<file path="config.mk">
export PLATFORM = sky130hd
export DESIGN_NAME = if_fetch_flat
export DESIGN_NICKNAME = d
export VERILOG_FILES = /design/src/rtl/mips_pkg.sv /design/src/rtl/if_fetch_if.sv /design/src/rtl/if_fetch.sv /design/src/flat_wrapper.sv
export SDC_FILE = /design/constraint.sdc
export NUM_CORES = 1
export LEC_CHECK = 0
export BUFFER_PORTS_ARGS = -buffer_cell sky130_fd_sc_hd__buf_2
export CAP_MARGIN = 20
export CORE_MARGIN = 5
export CORE_UTILIZATION = 50
export DETAILED_ROUTE_END_ITERATION = 8
export PLACE_DENSITY = 0.78
export SYNTH_ARGS = -nofsm -noshare
export SYNTH_HDL_FRONTEND = slang
export SYNTH_SLANG_ARGS = --single-unit
</file>
<file path="constraint.sdc">
create_clock -name clk -period 6.7 [get_ports clk]
set_clock_uncertainty 0.15 [all_clocks]
set_input_delay 0 -clock clk [delete_from_list [all_inputs] [get_ports clk]]
set_output_delay 0 -clock clk [all_outputs]
set_load 0.005 [all_outputs]
</file>
<file path="src/rtl/mips_pkg.sv">
// Shared definitions for the mips32 pipeline: reset vector, NOP encoding,
// fetch FSM states and the fetch buffer entry layout.
package mips_pkg;

    localparam logic [31:0] PC_RESET = 32'h0000_3000;
    localparam logic [31:0] INST_NOP = 32'h0000_0000;
    localparam logic [31:0] PC_STEP  = 32'd4;

    typedef enum logic [1:0] {
        F_REQ  = 2'd0,
        F_WAIT = 2'd1,
        F_HOLD = 2'd2
    } fetch_state_e;

    typedef struct packed {
        logic [31:0] pc;
        logic [31:0] inst;
    } fetch_entry_t;

    // Instruction addresses are word aligned; redirect targets are coerced to that.
    function automatic logic [31:0] align_pc(input logic [31:0] addr);
        return {addr[31:2], 2'b00};
    endfunction

endpackage

</file>
<file path="src/rtl/if_fetch_if.sv">
// Instruction-memory request/response channel between the fetch stage
// (master) and the instruction memory (slave).
interface if_fetch_if;

    logic        imem_req;
    logic [31:0] imem_addr;
    logic        imem_ready;
    logic        imem_rvalid;
    logic [31:0] imem_rdata;

    modport master (
        output imem_req,
        output imem_addr,
        input  imem_ready,
        input  imem_rvalid,
        input  imem_rdata
    );

    modport slave (
        input  imem_req,
        input  imem_addr,
        output imem_ready,
        output imem_rvalid,
        output imem_rdata
    );

endinterface

</file>
<file path="src/rtl/if_fetch.sv">
// mips32 instruction-fetch stage: owns the PC, keeps one imem request in
// flight, buffers a response across a stall and drops responses made stale by a redirect.
module if_fetch
    import mips_pkg::*;
#(
    parameter logic [31:0] RESET_PC = PC_RESET
) (
    input  logic              clk,
    input  logic              rst_n,
    input  logic [3:0]        stall_i,
    input  logic              flush_i,
    input  logic [31:0]       flush_target_i,
    input  logic              id_branch_taken_i,
    input  logic [31:0]       id_branch_target_i,
    if_fetch_if.master        imem,
    output logic              if_valid_o,
    output logic [31:0]       if_pc_o,
    output logic [31:0]       if_pc_plus_4_o,
    output logic [31:0]       if_inst_o
);

    fetch_state_e state_q, state_d;
    logic [31:0]  pc_q, pc_d;
    logic [31:0]  inflight_pc_q, inflight_pc_d;
    logic         kill_q, kill_d;
    fetch_entry_t buf_q, buf_d;

    logic         out_valid_q, out_valid_d;
    logic [31:0]  out_pc_q, out_pc_d;
    logic [31:0]  out_inst_q, out_inst_d;

    logic         stall_fetch;
    logic         redirect;
    logic [31:0]  redirect_pc;
    logic         accept;
    logic         deliver;
    fetch_entry_t deliver_entry;

    // Only stall[0] concerns fetch; the upper bits belong to later stages.
    logic         unused_stall;
    assign unused_stall = ^stall_i[3:1];

    assign stall_fetch = stall_i[0];
    assign redirect    = flush_i | id_branch_taken_i;
    assign redirect_pc = align_pc(flush_i ? flush_target_i : id_branch_target_i);

    assign imem.imem_req  = (state_q == F_REQ);
    assign imem.imem_addr = pc_q;
    assign accept         = (state_q == F_REQ) && imem.imem_ready;

    // Next-state, PC and buffer logic.
    always_comb begin
        // NOTE: every signal driven here gets a default first, so no path can infer a latch.
        state_d       = state_q;
        pc_d          = pc_q;
        inflight_pc_d = inflight_pc_q;
        kill_d        = kill_q;
        buf_d         = buf_q;
        deliver       = 1'b0;
        deliver_entry = '{pc: inflight_pc_q, inst: imem.imem_rdata};

        case (state_q)
            F_REQ: begin
                if (accept) begin
                    inflight_pc_d = pc_q;
                    state_d       = F_WAIT;
                    if (redirect) begin
                        kill_d = 1'b1;
                        pc_d   = redirect_pc;
                    end else begin
                        pc_d = pc_q + PC_STEP;
                    end
                end else if (redirect) begin
                    pc_d = redirect_pc;
                end
            end

            F_WAIT: begin
                if (imem.imem_rvalid) begin
                    kill_d  = 1'b0;
                    state_d = F_REQ;
                    if (redirect) begin
                        pc_d = redirect_pc;
                    end else if (!kill_q) begin
                        if (!stall_fetch) begin
                            deliver = 1'b1;
                        end else begin
                            buf_d   = '{pc: inflight_pc_q, inst: imem.imem_rdata};
                            state_d = F_HOLD;
                        end
                    end
                end else if (redirect) begin
                    // The in-flight response is now stale; remember to drop it.
                    kill_d = 1'b1;
                    pc_d   = redirect_pc;
                end
            end

            F_HOLD: begin
                if (redirect) begin
                    pc_d    = redirect_pc;
                    state_d = F_REQ;
                end else if (!stall_fetch) begin
                    deliver       = 1'b1;
                    deliver_entry = buf_q;
                    state_d       = F_REQ;
                end
            end

            default: begin
                state_d = F_REQ;
            end
        endcase
    end

    // Output register: flush clears regardless of stall; stall freezes everything else.
    always_comb begin
        out_valid_d = out_valid_q;
        out_pc_d    = out_pc_q;
        out_inst_d  = out_inst_q;

        if (flush_i) begin
            out_valid_d = 1'b0;
            out_inst_d  = INST_NOP;
        end else if (!stall_fetch) begin
            if (deliver) begin
                out_valid_d = 1'b1;
                out_pc_d    = deliver_entry.pc;
                out_inst_d  = deliver_entry.inst;
            end else begin
                out_valid_d = 1'b0;
                out_inst_d  = INST_NOP;
            end
        end
    end

    always_ff @(posedge clk) begin
        // NOTE: state registers use non-blocking assignments so every flop samples pre-edge values.
        if (!rst_n) begin
            state_q     <= F_REQ;
            pc_q        <= RESET_PC;
            kill_q      <= 1'b0;
            out_valid_q <= 1'b0;
            out_pc_q    <= RESET_PC;
            out_inst_q  <= INST_NOP;
        end else begin
            state_q     <= state_d;
            pc_q        <= pc_d;
            kill_q      <= kill_d;
            out_valid_q <= out_valid_d;
            out_pc_q    <= out_pc_d;
            out_inst_q  <= out_inst_d;
        end
    end

    // NOTE: payload registers carry no reset; they are only read after the FSM has written them.
    always_ff @(posedge clk) begin
        inflight_pc_q <= inflight_pc_d;
        buf_q         <= buf_d;
    end

    assign if_valid_o     = out_valid_q;
    assign if_pc_o        = out_pc_q;
    assign if_pc_plus_4_o = out_pc_q + PC_STEP;
    assign if_inst_o      = out_inst_q;

endmodule
</file>
<file path="src/flat_wrapper.sv">
// flat-port wrapper written by rule: the top's interface ports become plain ports
module if_fetch_flat import mips_pkg::*;
#(
    parameter logic [31:0] RESET_PC = PC_RESET
)
  (clk, rst_n, stall_i, flush_i, flush_target_i, id_branch_taken_i, id_branch_target_i, if_valid_o, if_pc_o, if_pc_plus_4_o, if_inst_o, imem_imem_req, imem_imem_addr, imem_imem_ready, imem_imem_rvalid, imem_imem_rdata);
  if_fetch_if imem_i ();
  input  logic clk;
  input  logic rst_n;
  input  logic [3:0] stall_i;
  input  logic flush_i;
  input  logic [31:0] flush_target_i;
  input  logic id_branch_taken_i;
  input  logic [31:0] id_branch_target_i;
  output logic if_valid_o;
  output logic [31:0] if_pc_o;
  output logic [31:0] if_pc_plus_4_o;
  output logic [31:0] if_inst_o;
  output wire logic [$bits(imem_i.imem_req)-1:0] imem_imem_req;
  output wire logic [$bits(imem_i.imem_addr)-1:0] imem_imem_addr;
  input wire logic [$bits(imem_i.imem_ready)-1:0] imem_imem_ready;
  input wire logic [$bits(imem_i.imem_rvalid)-1:0] imem_imem_rvalid;
  input wire logic [$bits(imem_i.imem_rdata)-1:0] imem_imem_rdata;
  assign imem_imem_req = imem_i.imem_req;
  assign imem_imem_addr = imem_i.imem_addr;
  assign imem_i.imem_ready = imem_imem_ready;
  assign imem_i.imem_rvalid = imem_imem_rvalid;
  assign imem_i.imem_rdata = imem_imem_rdata;
  if_fetch #(.RESET_PC(RESET_PC)) u_core (.clk(clk), .rst_n(rst_n), .stall_i(stall_i), .flush_i(flush_i), .flush_target_i(flush_target_i), .id_branch_taken_i(id_branch_taken_i), .id_branch_target_i(id_branch_target_i), .imem(imem_i), .if_valid_o(if_valid_o), .if_pc_o(if_pc_o), .if_pc_plus_4_o(if_pc_plus_4_o), .if_inst_o(if_inst_o));
endmodule
</file>
Word level (Yosys, flattened, before mapping)

Index checks and enable logic that the tools add are counted.

Flip-flop bits (word level): 196
Latch bits: 0
Bits in writable memories: 0
Bits in read-only memories: 0
Input port bits: 106
Output and inout bits: 130
Word-level logic and storage cells: 60
Memories: 0

Add/subtract/negate cells: 2
Multiply operators: 0
Divide/modulo/power cells: 0
Magnitude comparators: 0
Equality and inequality tests: 5
Shifts and indexed selects: 0
Muxes and demuxes: 27
Bitwise gates (word level): 6
Reduce and logical (&&, ||, !) cells: 11

Operators with widths:

| operator                | number |
|---|---|
| $mux W32                | 5 |
| $mux W64                | 2 |
| $add A32 B3 Y32 const B | 2 |
| $pmux W32 S2            | 1 |
| $mux W2                 | 7 |
| $mux W1                 | 9 |
| $pmux W2 S3             | 1 |
| $reduce_and A3 Y1       | 2 |
| $not A1 Y1              | 5 |
| $reduce_and A5 Y1       | 1 |
| $pmux W1 S2             | 2 |
| $reduce_and A2 Y1       | 2 |
| $reduce_bool A2 Y1      | 2 |
| $reduce_or A2 Y1        | 2 |
| $ne A3 B2 Y1 const B    | 1 |
| $eq A2 B1 Y1 const B    | 1 |
| $eq A2 B2 Y1 const B    | 1 |
| $logic_not A2 Y1        | 1 |
| $ne A2 B1 Y1 const B    | 1 |
| $ne A2 B2 Y1 const B    | 1 |
| $logic_and A1 B1 Y1     | 1 |
| $or A1 B1 Y1            | 1 |

Longest topological paths before layout

Depth in word-level cells: 6
Mapped depth: 9
Mapped depth without buffers: 7

Worst setup path after synthesis

Ideal clock, no wire load.

Path type: reg-to-reg
From: reg u_core.state_q[1]
To: reg u_core.state_q[1]
Setup time: 73 ps
Arrival time: 2708 ps
Data required time: 6477 ps
Setup slack: 3769 ps
Stages on the path, launching flop included: 7
Buffers on the path: 0
Clock period less this slack: 2931 ps
Cells stage by stage: dfxtp_1 inv_1 ha_1 and3b_1 and3_1 a22oi_1 nor2_1

Cells in the longest elaborated chain, start to end: 4
Elaborated cells between the ends (all ways): 9
Those cells by class: eq/ne: 5; mux: 1; reduce/logical: 3

RTL lines:

| item                               | RTL line                       | text |
|---|---|---|
| start: declaration                 | if_fetch.sv:22                 | `fetch_state_e state_q, state_d;` |
| start signal: assignment           | if_fetch.sv:147                | `state_q <= state_d;` |
| $logic_not A2 Y1                   | if_fetch.sv:49, if_fetch.sv:62 |  |
| $logic_and A1 B1 Y1                | if_fetch.sv:49                 | `assign accept = (state_q == F_REQ) && imem.imem_ready;` |
| $ne A2 B1 Y1 (no source line)      | n/a                            |  |
| $reduce_and A3 Y1 (no source line) | n/a                            |  |

Several ways; a longest one is shown, not always the timed one.
A chain may end at the register's enable or synchronous reset.

Worst setup path after layout

From: reg u_core.state_q[0]
To: reg u_core.pc_q[9] (netlist: u_core.imem.imem_addr[9])

Cells in the longest elaborated chain, start to end: 4
Elaborated cells between the ends (all ways): 8
Those cells by class: eq/ne: 2; mux: 2; reduce/logical: 4

RTL lines:

| item                   | RTL line                       | text |
|---|---|---|
| $logic_not A2 Y1       | if_fetch.sv:49, if_fetch.sv:62 |  |
| $logic_and A1 B1 Y1    | if_fetch.sv:49                 |  |
| $mux W32               | if_fetch.sv:64                 | `if (accept) begin` |
| $pmux W32 S2           | if_fetch.sv:62                 | `case (state_q)` |
| end signal: assignment | if_fetch.sv:148                | `pc_q <= pc_d;` |
| end: declaration       | if_fetch.sv:23                 | `logic [31:0] pc_q, pc_d;` |

Several ways; a longest one is shown, not always the timed one.

==> key figures <==
Run status
  – Status: completed

Min path
  – Hold path depth: 5
  – Worst hold path type: input pin to flop

Worst setup path
  – Slowest CP cell: dlygate4sd3_1
  – Crit path cell chain: inv_1 -> ha_1 -> nand3b_4 -> nor3_2 -> a222oi_1 -> dlygate4sd3_1 -> o21ai_0 -> dlygate4sd3_1
  – Worst endpoint data arrival time: 3500 ps
  – Crit. End Element: flop
  – CP required: 6930 ps
  – CP startpoint kind: flop
  – Crit-path max FO: 9
  – CP peak stage delay: 620 ps
  – Critical path type: flop to flop
  – FF-to-FF path depth: 8
  – Most frequent cell on the critical path: dlygate4sd3_1

Route
  – Drt first-iter violations: 711
  – DRT Wirelength: 25.3 mm
  – Final ANT Viol Nets: 0
  – DRC: 0
  – Via density: 5.76
  – Top layer in use: met4
  – Met2 WL: 12.2 mm
  – First drt pass iteration count: 5
  – WL met3: 2.02 mm
  – Via count: 7742
  – Met1 wire length: 10.4 mm
  – Wirelength per Cell: 18.8 um

Clocking
  – Post-CTS Setup Repair Bufs: 0
  – TritonCTS buffer count: 17
  – CTS tree: done
  – Max Root-Sink Buffers: 2
  – Clock transition at path regs: 80 ps
  – Clock Latency Late Sink: 440 ps
  – Clock Sinks: 196
  – CTS root buffer: clkbuf_16
  – H-tree depth: 4

Pwr
  – PwrDens: 221 nW/um^2
  – Peak VDD IR: 0.000178 V
  – P_leak: 4.67 nW

Cells and area
  – Finished Core Util: 0.677
  – Area grow syn2layout: 32.3%
  – Layout filler cell count: 1240
  – Share of layout cells above drive strength 1: 0.287
  – ANT cells: 0
  – Footprint of the multi-input gates: 3700 um^2
  – Final nets: 1218
  – Final instance area: 11700 um^2
  – FF+latch area: 4880 um^2

Timing
  – Final setup violation count: 0
  – Min cycle time layout: 3270 ps
  – Fin crit share: 0.487
  – Worst-margin pin slew: 1060 ps
  – Final hold violation count: 0
  – Final WS setup: 3430 ps
  – Highest Clock Rate: 0.306 GHz
  – Slew headroom: 0.287
  – Max-slew violation count: 0
  – RSZ-0062 raised after global routing: false
  – Post-Route Setup TNS: 0 ps

Synthesis
  – Post-synth EDFFs: 96
  – Sequential-to-total area share from yosys stat: 0.550
  – Synth cell count leaders: dfxtp_1 (100), nor2_1 (100), edfxtp_1 (96)
  – Synth Register Bits: 196
  – Netlist Area Pre-Place: 8880 um^2
  – Post-synth top area cell: edfxtp_1
  – Post-synth top area share: 0.325
  – Avg Synthesized Cell Area: 11.1 um^2
  – Top FF cell, synth: dfxtp_1
  – YS warnings: 0
  – Largest cells by area after synthesis: edfxtp_1 (32%), dfxtp_1 (23%), mux2i_1 (4.6%)
  – Synth async-reset ratio: 0
  – Mapped Cells: 798
  – Post-Syn Nets: 911
  – Synth unique cells: 67

Place
  – Hpwl dp: 15.9 mm
  – Port buffer count: 228
  – Dpl ws: 4100 ps
  – RePlAce Congestion: 0.872
  – Post-DP Area: 10100 um^2

Die
  – Die height: 143 um
  – Core area: 17400 um^2
  – Row Count: 48
  – I/O pin cnt: 236
  – Die Wd: 143 um
  – Effective utilization at floorplan: 0.511
  – Die area: 20500 um^2

Global routing
  – First-pass GRT wire length: 39.6 mm
  – Initial antenna violation count: 0
  – Congestion Overflow GR: 0
  – All-Layer GR Usage: 0.243
  – Vias in the first global route: 7743
  – Largest net degree at the start of global routing: 96

Flow run
  – Number of max-cap violations: 0
==> path summary, 6_finish.rpt <==
check / from / endpoint / slack [ps]
setup / recovery: u_core.state_q[0] / u_core.imem.imem_addr[9] / 3430
hold / removal: flush_target_i[31] / u_core.imem.imem_addr[31] / 30
setup reg to reg: u_core.state_q[0] / u_core.imem.imem_addr[9] / 3430
hold reg to reg: u_core.inflight_pc_q[0] / u_core.buf_q[32] / 310
==> worst max-delay path, delay by kind of cell, from the launching register on <==
family	cells	cell delay, ps
compound gates	2	320
fa+ha+maj	1	350
buf+inv	3	1290
flops	1	390
simple gates	2	710
==> power by group <==
| part | internal, mW | switching [mW] | leakage [nW] |
|---|---|---|---|
| sequential | 1.30 | 0.0428 | 1.71 |
| clock | 0.517 | 0.482 | 0.284 |
| combinational | 0.132 | 0.124 | 2.68 |
==> cell usage in the layout (no fill, tap or decap), types with 7 or more instances in the layout <==
cell type        n
a211oi_1        35
a21oi_1         21
a22oi_1         46
a31oi_1          8
and3_1          17
buf_2          228
buf_4           10
clkbuf_16       18
dfxtp_1        100
dlygate4sd3_1  103
edfxtp_1        96
ha_1             7
inv_1            9
mux2_2          34
mux2i_1         41
nand2_1         37
nand3_1         27
nand4_1          9
nor2_1         100
o21ai_0         29
o22ai_1          8
xnor2_1         19
xor2_1           9
==> metal layers <==
metal / vias up / global-route usage
met5: - / 0
met4: 0 / 0.0981
met3: 50 / 0.0516
met2: 403 / 0.410
met1: 3642 / 0.305
li1: 3647 / -
==> cells by family (layout without fill, tap and decap cells) <==
| family | after synthesis | after routing | share of synthesized area |
|---|---|---|---|
| simple gates | 236 | 236 | 0.136 |
| compound gates | 192 | 192 | 0.154 |
| buf+inv | 64 | 384 | 0.0333 |
| flops | 196 | 196 | 0.550 |
| mux | 75 | 75 | 0.0894 |
| fa+ha+maj | 7 | 7 | 0.00987 |
| xor+xnor | 28 | 28 | 0.0276 |
==> per-stage QoR <==
stage	std cells	total power, mW	hold slack [ps]
6_report	1343	2.60	29.5
5_1_grt	1343	2.69	42.4
4_1_cts	1343	2.60	4.31
3_5_place_dp	1208	1.56	42.5
3_3_place_gp	1208	1.56	39.8
2_1_floorplan	798	1.47	-51.1
==> repair_timing <==
item                      in CTS  in global routing
hold buffers                 103                  0
gates resized for setup        0                  0
hold endpoints to repair     102                  0
==> sequential cells by signal, summed over array words and instances (netlist names) <==
signal / count
u_core.state_q: 2
u_core.if_inst_o: 32
u_core.imem.imem_addr: 32
u_core.kill_q: 1
u_core.if_pc_o: 32
u_core.inflight_pc_q: 32
u_core.buf_q: 64
u_core.if_valid_o: 1
==> cell type report <==
class / count / share of cell area
Timing Repair Buffer: 341 / 0.191
Tap cell: 225 / 0.0240
Clock buffer: 19 / 0.0387
Inverter: 11 / 0.00352
Multi-Input combinational cell: 538 / 0.315
Clock inverter: 13 / 0.0113
Sequential cell: 196 / 0.416
Power figures use the tool's default switching activity.
